[config.mk]
export PLATFORM = sky130hd
export DESIGN_NAME = scan_multi_chain_flat
export DESIGN_NICKNAME = d
export VERILOG_FILES = /design/src/rtl/scan_multi_chain_if.sv /design/src/rtl/scan_multi_chain.sv /design/src/flat_wrapper.sv
export SDC_FILE = /design/constraint.sdc
export NUM_CORES = 1
export LEC_CHECK = 0
export CORE_MARGIN = 2
export CORE_UTILIZATION = 45
export CTS_BUF_LIST = sky130_fd_sc_hd__clkbuf_8 sky130_fd_sc_hd__clkbuf_16
export CTS_CLUSTER_DIAMETER = 40
export CTS_CLUSTER_SIZE = 8
export DETAILED_ROUTE_END_ITERATION = 7
export PLACE_DENSITY = 0.7
export SYNTH_ARGS = -nofsm -noshare
export SYNTH_HDL_FRONTEND = slang
export SYNTH_SLANG_ARGS = --single-unit
[constraint.sdc]
create_clock -name aclk -period 6.2 [get_ports aclk]
set_input_delay 1.24 -clock aclk [delete_from_list [all_inputs] [get_ports aclk]]
set_output_delay 1.24 -clock aclk [all_outputs]
set_load 0.005 [all_outputs]
[src/rtl/scan_multi_chain_if.sv]
// FIFO-side bundle for the multi-chain scan controller:
// restore words come in on the pop side, captured words leave on the push side.
interface scan_multi_chain_if #(
  parameter int DATA_W = 32
);
  logic              rd_en;
  logic [DATA_W-1:0] data_out;
  logic              empty;
  logic              wr_en;
  logic [DATA_W-1:0] data_in;
  logic              almost_full;

  modport master (
    output rd_en, wr_en, data_in,
    input  data_out, empty, almost_full
  );

  modport slave (
    input  rd_en, wr_en, data_in,
    output data_out, empty, almost_full
  );
endinterface

[src/rtl/scan_multi_chain.sv]
// Multi-chain scan controller: parallel shift of NUM_CHAINS chains, MSB first.
// Optional scan-clock stretching is enabled with SCAN_CLK_DIV_EN.
module scan_multi_chain #(
  parameter int DATA_W     = 32,
  parameter int NUM_CHAINS = 4,
  parameter int LEN_W      = 16
) (
  input  logic                  aclk,
  input  logic                  areset,
  input  logic                  start,
  input  logic [LEN_W-1:0]      length,
`ifdef SCAN_CLK_DIV_EN
  input  logic [7:0]            clk_div,
`endif
  output logic [NUM_CHAINS-1:0] scan_input,
  input  logic [NUM_CHAINS-1:0] scan_output,
  output logic                  scan_ck_enable,
  output logic                  scan_enable,
  output logic                  busy,
  output logic                  done,
  scan_multi_chain_if.master    fifo
);

  localparam int BI  = $clog2(DATA_W);
  localparam int B_W = BI + 1;
  localparam int WI  = (NUM_CHAINS > 1) ? $clog2(NUM_CHAINS) : 1;
  localparam int W_W = WI + 1;

  typedef enum logic [2:0] {
    IDLE, POP, WAIT_POP, SHIFT_LOW, SHIFT_HIGH, PUSH, DONE
  } state_t;

  state_t state_q, state_d;
  logic [LEN_W-1:0] rem_q, rem_d;
  logic [B_W-1:0]   b_q, b_d;
  logic [W_W-1:0]   w_q, w_d;
  logic [NUM_CHAINS-1:0][DATA_W-1:0] inbuf_q, inbuf_d;
  logic [NUM_CHAINS-1:0][DATA_W-1:0] capbuf_q, capbuf_d;
  logic [WI-1:0] widx;
  logic [BI-1:0] bpos;
  logic          phase_last;
  logic          shifting;

  assign widx     = w_q[WI-1:0];
  // DATA_W is a power of two, so DATA_W-1-b is the bitwise inverse
  assign bpos     = ~b_q[BI-1:0];
  assign shifting = (state_q == SHIFT_LOW) || (state_q == SHIFT_HIGH);

`ifdef SCAN_CLK_DIV_EN
  logic [7:0] div_q, div_d;
  logic [7:0] cnt_q, cnt_d;
  assign phase_last = (cnt_q == div_q);
`else
  assign phase_last = 1'b1;
`endif

  // Outputs decoded from state; only rd_en/wr_en see FIFO flags
  always_comb begin
    scan_input = '0;
    if (shifting) begin
      for (int c = 0; c < NUM_CHAINS; c++) begin
        scan_input[c] = inbuf_q[c][bpos];
      end
    end
  end

  assign scan_ck_enable = (state_q == SHIFT_HIGH);
  assign scan_enable    = (state_q != IDLE) && (state_q != DONE);
  assign busy           = (state_q != IDLE);
  assign done           = (state_q == DONE);
  assign fifo.rd_en     = (state_q == POP) && !fifo.empty;
  assign fifo.wr_en     = (state_q == PUSH) && !fifo.almost_full;
  assign fifo.data_in   = (state_q == PUSH) ? capbuf_q[widx] : '0;

  // Next-state, counter and buffer update
  always_comb begin
    state_d  = state_q;
    rem_d    = rem_q;
    b_d      = b_q;
    w_d      = w_q;
    inbuf_d  = inbuf_q;
    capbuf_d = capbuf_q;
`ifdef SCAN_CLK_DIV_EN
    div_d    = div_q;
    cnt_d    = cnt_q;
`endif
    unique case (state_q)
      IDLE: begin
        if (start) begin
`ifdef SCAN_CLK_DIV_EN
          div_d = clk_div;
          cnt_d = '0;
`endif
          if (length == '0) begin
            state_d = DONE;
          end else begin
            rem_d   = length;
            w_d     = '0;
            state_d = POP;
          end
        end
      end
      POP: begin
        if (!fifo.empty) state_d = WAIT_POP;
      end
      WAIT_POP: begin
        inbuf_d[widx]  = fifo.data_out;
        capbuf_d[widx] = '0;
        if (w_q == W_W'(NUM_CHAINS - 1)) begin
          w_d     = '0;
          b_d     = '0;
          state_d = SHIFT_LOW;
        end else begin
          w_d     = w_q + W_W'(1);
          state_d = POP;
        end
      end
      SHIFT_LOW: begin
        if (phase_last) begin
          for (int c = 0; c < NUM_CHAINS; c++) begin
            capbuf_d[c][bpos] = scan_output[c];
          end
          state_d = SHIFT_HIGH;
        end
      end
      SHIFT_HIGH: begin
        if (phase_last) begin
          rem_d = rem_q - LEN_W'(1);
          b_d   = b_q + B_W'(1);
          if ((rem_q == LEN_W'(1)) || (b_q == B_W'(DATA_W - 1)))
            state_d = PUSH;
          else
            state_d = SHIFT_LOW;
        end
      end
      PUSH: begin
        if (!fifo.almost_full) begin
          if (w_q == W_W'(NUM_CHAINS - 1)) begin
            w_d     = '0;
            state_d = (rem_q != '0) ? POP : DONE;
          end else begin
            w_d = w_q + W_W'(1);
          end
        end
      end
      DONE: begin
        state_d = IDLE;
      end
      default: begin
        state_d = IDLE;
      end
    endcase
`ifdef SCAN_CLK_DIV_EN
    if (shifting) cnt_d = phase_last ? 8'd0 : cnt_q + 8'd1;
`endif
  end

  // State and datapath registers, synchronous reset
  always_ff @(posedge aclk) begin
    if (areset) begin
      state_q  <= IDLE;
      rem_q    <= '0;
      b_q      <= '0;
      w_q      <= '0;
      inbuf_q  <= '0;
      capbuf_q <= '0;
`ifdef SCAN_CLK_DIV_EN
      div_q    <= '0;
      cnt_q    <= '0;
`endif
    end else begin
      state_q  <= state_d;
      rem_q    <= rem_d;
      b_q      <= b_d;
      w_q      <= w_d;
      inbuf_q  <= inbuf_d;
      capbuf_q <= capbuf_d;
`ifdef SCAN_CLK_DIV_EN
      div_q    <= div_d;
      cnt_q    <= cnt_d;
`endif
    end
  end

endmodule

[src/flat_wrapper.sv]
// flat-port wrapper written by rule: the top's interface ports become plain ports
module scan_multi_chain_flat 
#(
  parameter int DATA_W     = 32,
  parameter int NUM_CHAINS = 4,
  parameter int LEN_W      = 16
)
  (aclk, areset, start, length, scan_input, scan_output, scan_ck_enable, scan_enable, busy, done, fifo_rd_en, fifo_wr_en, fifo_data_in, fifo_data_out, fifo_empty, fifo_almost_full);
  scan_multi_chain_if #(.DATA_W(DATA_W)) fifo_i ();
  input  logic aclk;
  input  logic areset;
  input  logic start;
  input  logic [LEN_W-1:0] length;
  output logic [NUM_CHAINS-1:0] scan_input;
  input  logic [NUM_CHAINS-1:0] scan_output;
  output logic scan_ck_enable;
  output logic scan_enable;
  output logic busy;
  output logic done;
  output wire logic [$bits(fifo_i.rd_en)-1:0] fifo_rd_en;
  output wire logic [$bits(fifo_i.wr_en)-1:0] fifo_wr_en;
  output wire logic [$bits(fifo_i.data_in)-1:0] fifo_data_in;
  input wire logic [$bits(fifo_i.data_out)-1:0] fifo_data_out;
  input wire logic [$bits(fifo_i.empty)-1:0] fifo_empty;
  input wire logic [$bits(fifo_i.almost_full)-1:0] fifo_almost_full;
  assign fifo_rd_en = fifo_i.rd_en;
  assign fifo_wr_en = fifo_i.wr_en;
  assign fifo_data_in = fifo_i.data_in;
  assign fifo_i.data_out = fifo_data_out;
  assign fifo_i.empty = fifo_empty;
  assign fifo_i.almost_full = fifo_almost_full;
  scan_multi_chain #(.DATA_W(DATA_W), .NUM_CHAINS(NUM_CHAINS), .LEN_W(LEN_W)) u_core (.aclk(aclk), .areset(areset), .start(start), .length(length), .scan_input(scan_input), .scan_output(scan_output), .scan_ck_enable(scan_ck_enable), .scan_enable(scan_enable), .busy(busy), .done(done), .fifo(fifo_i));
endmodule
Yosys cells after proc, flatten, opt, wreduce, memory -nomap -nowiden
Cells that the tools add are included.
{"block": "totals", "input_bits": 57, "ff_bits": 284, "elab_cells": 100}
{"block": "op_classes", "order_cmp": 4, "eq_ne": 16, "bitwise_logic": 3, "addsub": 3, "n_mux": 41, "n_reduce_logical": 21}
{"op": "$pmux W128 S2", "n": 1}
{"op": "$and A128 B128 Y128", "n": 1}
{"op": "$bwmux W128", "n": 1}
{"op": "$bwmux W32", "n": 4}
{"op": "$not A128 Y128", "n": 1}
{"op": "$mux W32", "n": 3}
{"op": "$bmux W32 S2", "n": 1}
{"op": "$demux W32 S2", "n": 1}
{"op": "$mux W3", "n": 11}
{"op": "$mux W16", "n": 2}
{"op": "$pmux W16 S2", "n": 1}
{"op": "$bmux W1 S5", "n": 4}
{"op": "$pmux W3 S6", "n": 1}
{"op": "$eq A16 B1 Y1 const B", "n": 1}
{"op": "$logic_not A16 Y1", "n": 1}
{"op": "$reduce_bool A16 Y1", "n": 1}
{"op": "$sub A16 B1 Y16 const B", "n": 1}
{"op": "$pmux W6 S2", "n": 1}
{"op": "$ne A2 B2 Y1 const B", "n": 5}
{"op": "$eq A3 B2 Y1 const B", "n": 3}
{"op": "$eq A3 B3 Y1 const B", "n": 3}
{"op": "$pmux W3 S3", "n": 1}
{"op": "$reduce_and A4 Y1", "n": 2}
{"op": "$add A6 B1 Y6 const B", "n": 1}
{"op": "other kinds (23)", "n": 36}

Logic depth before layout (Yosys ltp)
{"block": "depth", "word_depth": 7, "depth_mapped": 9, "mapped_depth_nobuf": 7}

Worst setup path before layout
OpenSTA, ideal clock, no wires.
{"block": "synth_path", "path_kind": "flip-flop to output port", "startpoint": "register u_core.b_q[0]", "endpoint": "output port scan_input[2]", "stages_incl_launch_ff": 7, "slack_ns": 3.298, "n_path_buf": 1, "arrival_time_ns": 1.662, "t_required_ns": 4.960, "path_cell_list": "dfxtp_1 -> clkbuf_2 -> inv_1 -> or4b_2 -> o22ai_1 -> nor3_1 -> a31oi_1"}
{"block": "synth_via", "elab_chain_cells": 4}
{"element": "start: declaration", "line_no": "scan_multi_chain.sv:35", "source": "logic [B_W-1:0] b_q, b_d;"}
{"element": "start signal: assignment", "line_no": "scan_multi_chain.sv:163", "source": "b_q <= '0;"}
{"element": "start signal: assignment", "line_no": "scan_multi_chain.sv:174", "source": "b_q <= b_d;"}
{"element": "$not A5 Y5", "line_no": "scan_multi_chain.sv:46", "source": "assign bpos = ~b_q[BI-1:0];"}
{"element": "$bmux W1 S5", "line_no": "scan_multi_chain.sv:62", "source": "scan_input[c] = inbuf_q[c][bpos];"}
{"element": "$mux W1 (implied by the code)", "line_no": "scan_multi_chain.sv:62"}
{"element": "$mux W4", "line_no": "scan_multi_chain.sv:60", "source": "if (shifting) begin"}
{"element": "end: declaration", "line_no": "flat_wrapper.sv:14", "source": "output logic [NUM_CHAINS-1:0] scan_input;"}
Every way passes these cells. The select of a mux whose other input is x is not followed.

Worst setup path in the final report
{"block": "layout_path", "startpoint": "register u_core.state_q[2]", "endpoint": "output port scan_input[3]"}
{"block": "layout_via", "elab_chain_cells": 3, "word_cells_on_any_way": 4, "classes_between": "eq/ne: 2; mux: 1; reduce/logical: 1"}
{"element": "start: declaration", "line_no": "scan_multi_chain.sv:33", "source": "state_t state_q, state_d;"}
{"element": "start signal: assignment", "line_no": "scan_multi_chain.sv:172", "source": "state_q <= state_d;"}
{"element": "$eq A3 B2 Y1 or $eq A3 B3 Y1 (tied branches)", "line_no": "scan_multi_chain.sv:47", "source": "assign shifting = (state_q == SHIFT_LOW) || (state_q == SHIFT_HIGH);"}
{"element": "$logic_or A1 B1 Y1 *", "line_no": "scan_multi_chain.sv:47"}
{"element": "$mux W4 *", "line_no": "scan_multi_chain.sv:60"}
Mark *: on every way between the ends. The rest lies on a longest branch, timed or not.

==> results_dict.tcl <==
set metrics [dict create \
    p_total_w 0.004648 \
    yosysTopAreaCell "dfxtp_1" \
    cts_tree "yes" \
    synth_cell_types 59 \
    worst_ep_arrival_time_ns 3.52 \
    grt_max_degree 103 \
    yosys.area_share.adder 0.009513 \
    finalNetCount 1760 \
    cts-resized-gates 0 \
    cp.required_ns 4.96 \
    die_y_um 175.0 \
    row_count 62 \
    die_area_um2 30610 \
    grt_pass1_wl_mm 60.33 \
    area_delta_synth_final_pct 19.82 \
    die_x_um 175.0 \
    slew_viol_final 0 \
    fillers 2608 \
    io_buffers 98 \
    timing.fmax_mhz 210.1 \
    crit_fanout 21 \
    htree_levels 2 \
    synthFlopType "dfxtp_1" \
    tns_ns 0 \
    seq_area_frac_synth 0.4323 \
    avgSynthCellArea_um2 7.938 \
    place.gp.congestion 1.012 \
    num_io_pins 99 \
    hpwlAfterDp_mm 23.26 \
    fin_skew_ns 0.01731 \
    synth_compound_area_frac 0.1994 \
    wl_mm 38.10 \
    rsz0062_at_grt "false" \
    numCtsBuffers 48 \
    setup.worst_path.class "flop to output pin" \
    synth_cells 1657 \
    yosys.area_share.simple 0.2069 \
    cts_setup_buffers 0 \
    antenna_left 0 \
    worst_pin_slew_ns 1.351 \
    synth_xor_area_frac 0.0006659 \
    period_share 0.7676 \
    final-setup-viol-count 0 \
    async_reset_ff_frac 0 \
    synth_fp_nets 1724 \
    core_area_um2 28780 \
    cts-root-buf "clkbuf_16" \
    relSlewSlack 0.08960 \
    drc_errors 0 \
    drv_cap 0 \
    firstDrtPassIters 5 \
    antenna_found_initial 0 \
    grt_usage 0.2431 \
    cts_hold_buffers 0 \
    finalHoldViolCount 0 \
    clock_sinks 284 \
    status "completed" \
    post-place-ws_ns 2.017 \
    power.leakage_nw 4.817 \
    wl_per_cell_um 18.14 \
    drive_above_1_share 0.08508 \
    vdd.ir_drop.worst_uv 265.3 \
    setup_slack_ns 1.441 \
    synth_top_family_by_area "simple AND/OR/NAND/NOR gates" \
    synth-seq-cells 284 \
    yosysWarnings 0 \
    drt-vias-per-instance 5.800 \
    grt_overflow 0 \
    start_util 0.4570 \
    synth-edff-count 0 \
    first_global_vias 11395 \
    r2r_setup_slack_ns 3.00 \
    numPlacedInstances 2027 \
    layout.cells.non_filler 2100 \
    path_clk_slew_ns 0.05 \
    fin_crit_ns 4.759 \
    netlist_area_um2 13150 \
    end_kind "output pin" \
    clock_latency_ns 0.54 \
    drtIter0Drc 1472 \
    muxShareOfSynthArea 0.1075 \
    vias 12181 \
    synth_top_area_share 0.4323 \
    clockBufferDepth 3 \
    hp-class "flop to flop" \
    p_per_area_nw_per_um2 294.9 \
    synth_area_leaders "dfxtp_1 43%, nand2_1 12%, a21oi_1 11%" \
    antenna_cells 0 \
    start_kind "flop" \
]
==> worst max-delay path, stage by stage, from the launching register on <==
cell and delay [ns]:
dfxtp_1 0.74, inv_2 0.17, or3_4 0.55, inv_1 0.40
nor2_1 0.21, a31oi_1 0.33, clkdlybuf4s50_1 0.59
==> synth_stat cells (all sizes together), types with 2 or more instances <==
| master | number |
|---|---|
| a2111oi | 2 |
| nor3b | 3 |
| a22oi | 2 |
| nand2b | 5 |
| a31oi | 8 |
| nor2 | 98 |
| nand3 | 13 |
| buf | 41 |
| mux2 | 6 |
| a2bb2oi | 2 |
| nand4 | 4 |
| clkbuf | 85 |
| nand2 | 408 |
| a41oi | 2 |
| or3 | 8 |
| or3b | 4 |
| o22ai | 27 |
| a21o | 2 |
| and2 | 9 |
| o21ai | 148 |
| or4 | 3 |
| and3 | 3 |
| nand4b | 5 |
| ha | 10 |
| inv | 12 |
| o211ai | 2 |
| mux2i | 58 |
| o311ai | 4 |
| dfxtp | 284 |
| o32ai | 4 |
| nand3b | 6 |
| mux4 | 34 |
| nor3 | 12 |
| a21oi | 283 |
| nor4 | 13 |
| nor2b | 34 |
==> final timing paths <==
| check | from | end | cells past startpoint |
|---|---|---|---|
| max | u_core.state_q[2] | scan_input[3] | 6 |
| min reg2reg | u_core.inbuf_q[21] | u_core.inbuf_q[21] | 2 |
| max reg2reg | u_core.state_q[1] | u_core.inbuf_q[20] | 5 |
| min | u_core.inbuf_q[21] | u_core.inbuf_q[21] | 2 |
==> placed cells by master (no fill, tap or decap), types with 12 or more instances in the layout <==
cell / count
a21oi_1: 283
buf_4: 14
clkbuf_16: 49
clkdlybuf4s50_1: 93
dfxtp_1: 281
inv_1: 17
mux2i_1: 58
mux4_2: 34
nand2_1: 408
nand3_1: 13
nor2_1: 94
nor2b_1: 34
nor3_1: 12
nor4_1: 12
o21ai_0: 147
o22ai_1: 27
==> layout make-up <==
class,count,area (um^2),area share
sequential,284,5692,0.3611
inverter,12,45.04,0.002858
tap,384,480.5,0.03049
clock buffer,54,1295,0.08217
multi-input combinational,1235,6927,0.4395
clock inverter,19,251.5,0.01596
timing repair buffer,112,1070,0.06788
==> metrics by stage <==
step	util	instance area, um^2	hold slack [ns]
after floorplan	-	13150	0.4329
after global placement	0.4939	14210	0.4387
after detailed placement	0.4939	14210	0.4456
after CTS	0.5476	15760	0.4519
after global routing	0.5476	15760	0.4671
final	0.5476	15760	0.4504
==> per-layer routing <==
metal | track usage | vias up | share of wire
met5 | 0 | - | 0
met4 | 0.09097 | 0 | 0.029
met3 | 0.04178 | 82 | 0.072
met2 | 0.4079 | 516 | 0.48
met1 | 0.3142 | 5747 | 0.42
li1 | - | 5836 | -
==> registers in the layout, summed over array words and instances (netlist names) <==
| name | count |
|---|---|
| u_core.capbuf_q | 128 |
| u_core.b_q | 6 |
| u_core.inbuf_q | 128 |
| u_core.rem_q | 16 |
| u_core.w_q | 3 |
| u_core.state_q | 3 |
==> kinds of logic after synthesis <==
group / after synthesis
adder cells (fa/ha/maj): 10
AO/OA/AOI/OAI: 494
flip-flops: 284
AND/OR/NAND/NOR: 632
multiplexers: 98
buffers and inverters: 138
XOR/XNOR: 1
==> power by group <==
group / switching [W] / total (W) / leakage, nW / internal, W
sequential: 0.0000202 / 0.00187 / 2.29 / 0.00185
clock: 0.000847 / 0.00256 / 0.782 / 0.00171
combinational: 0.000146 / 0.000223 / 1.74 / 0.0000774
No activity file was read; power rests on OpenSTA's default activity.
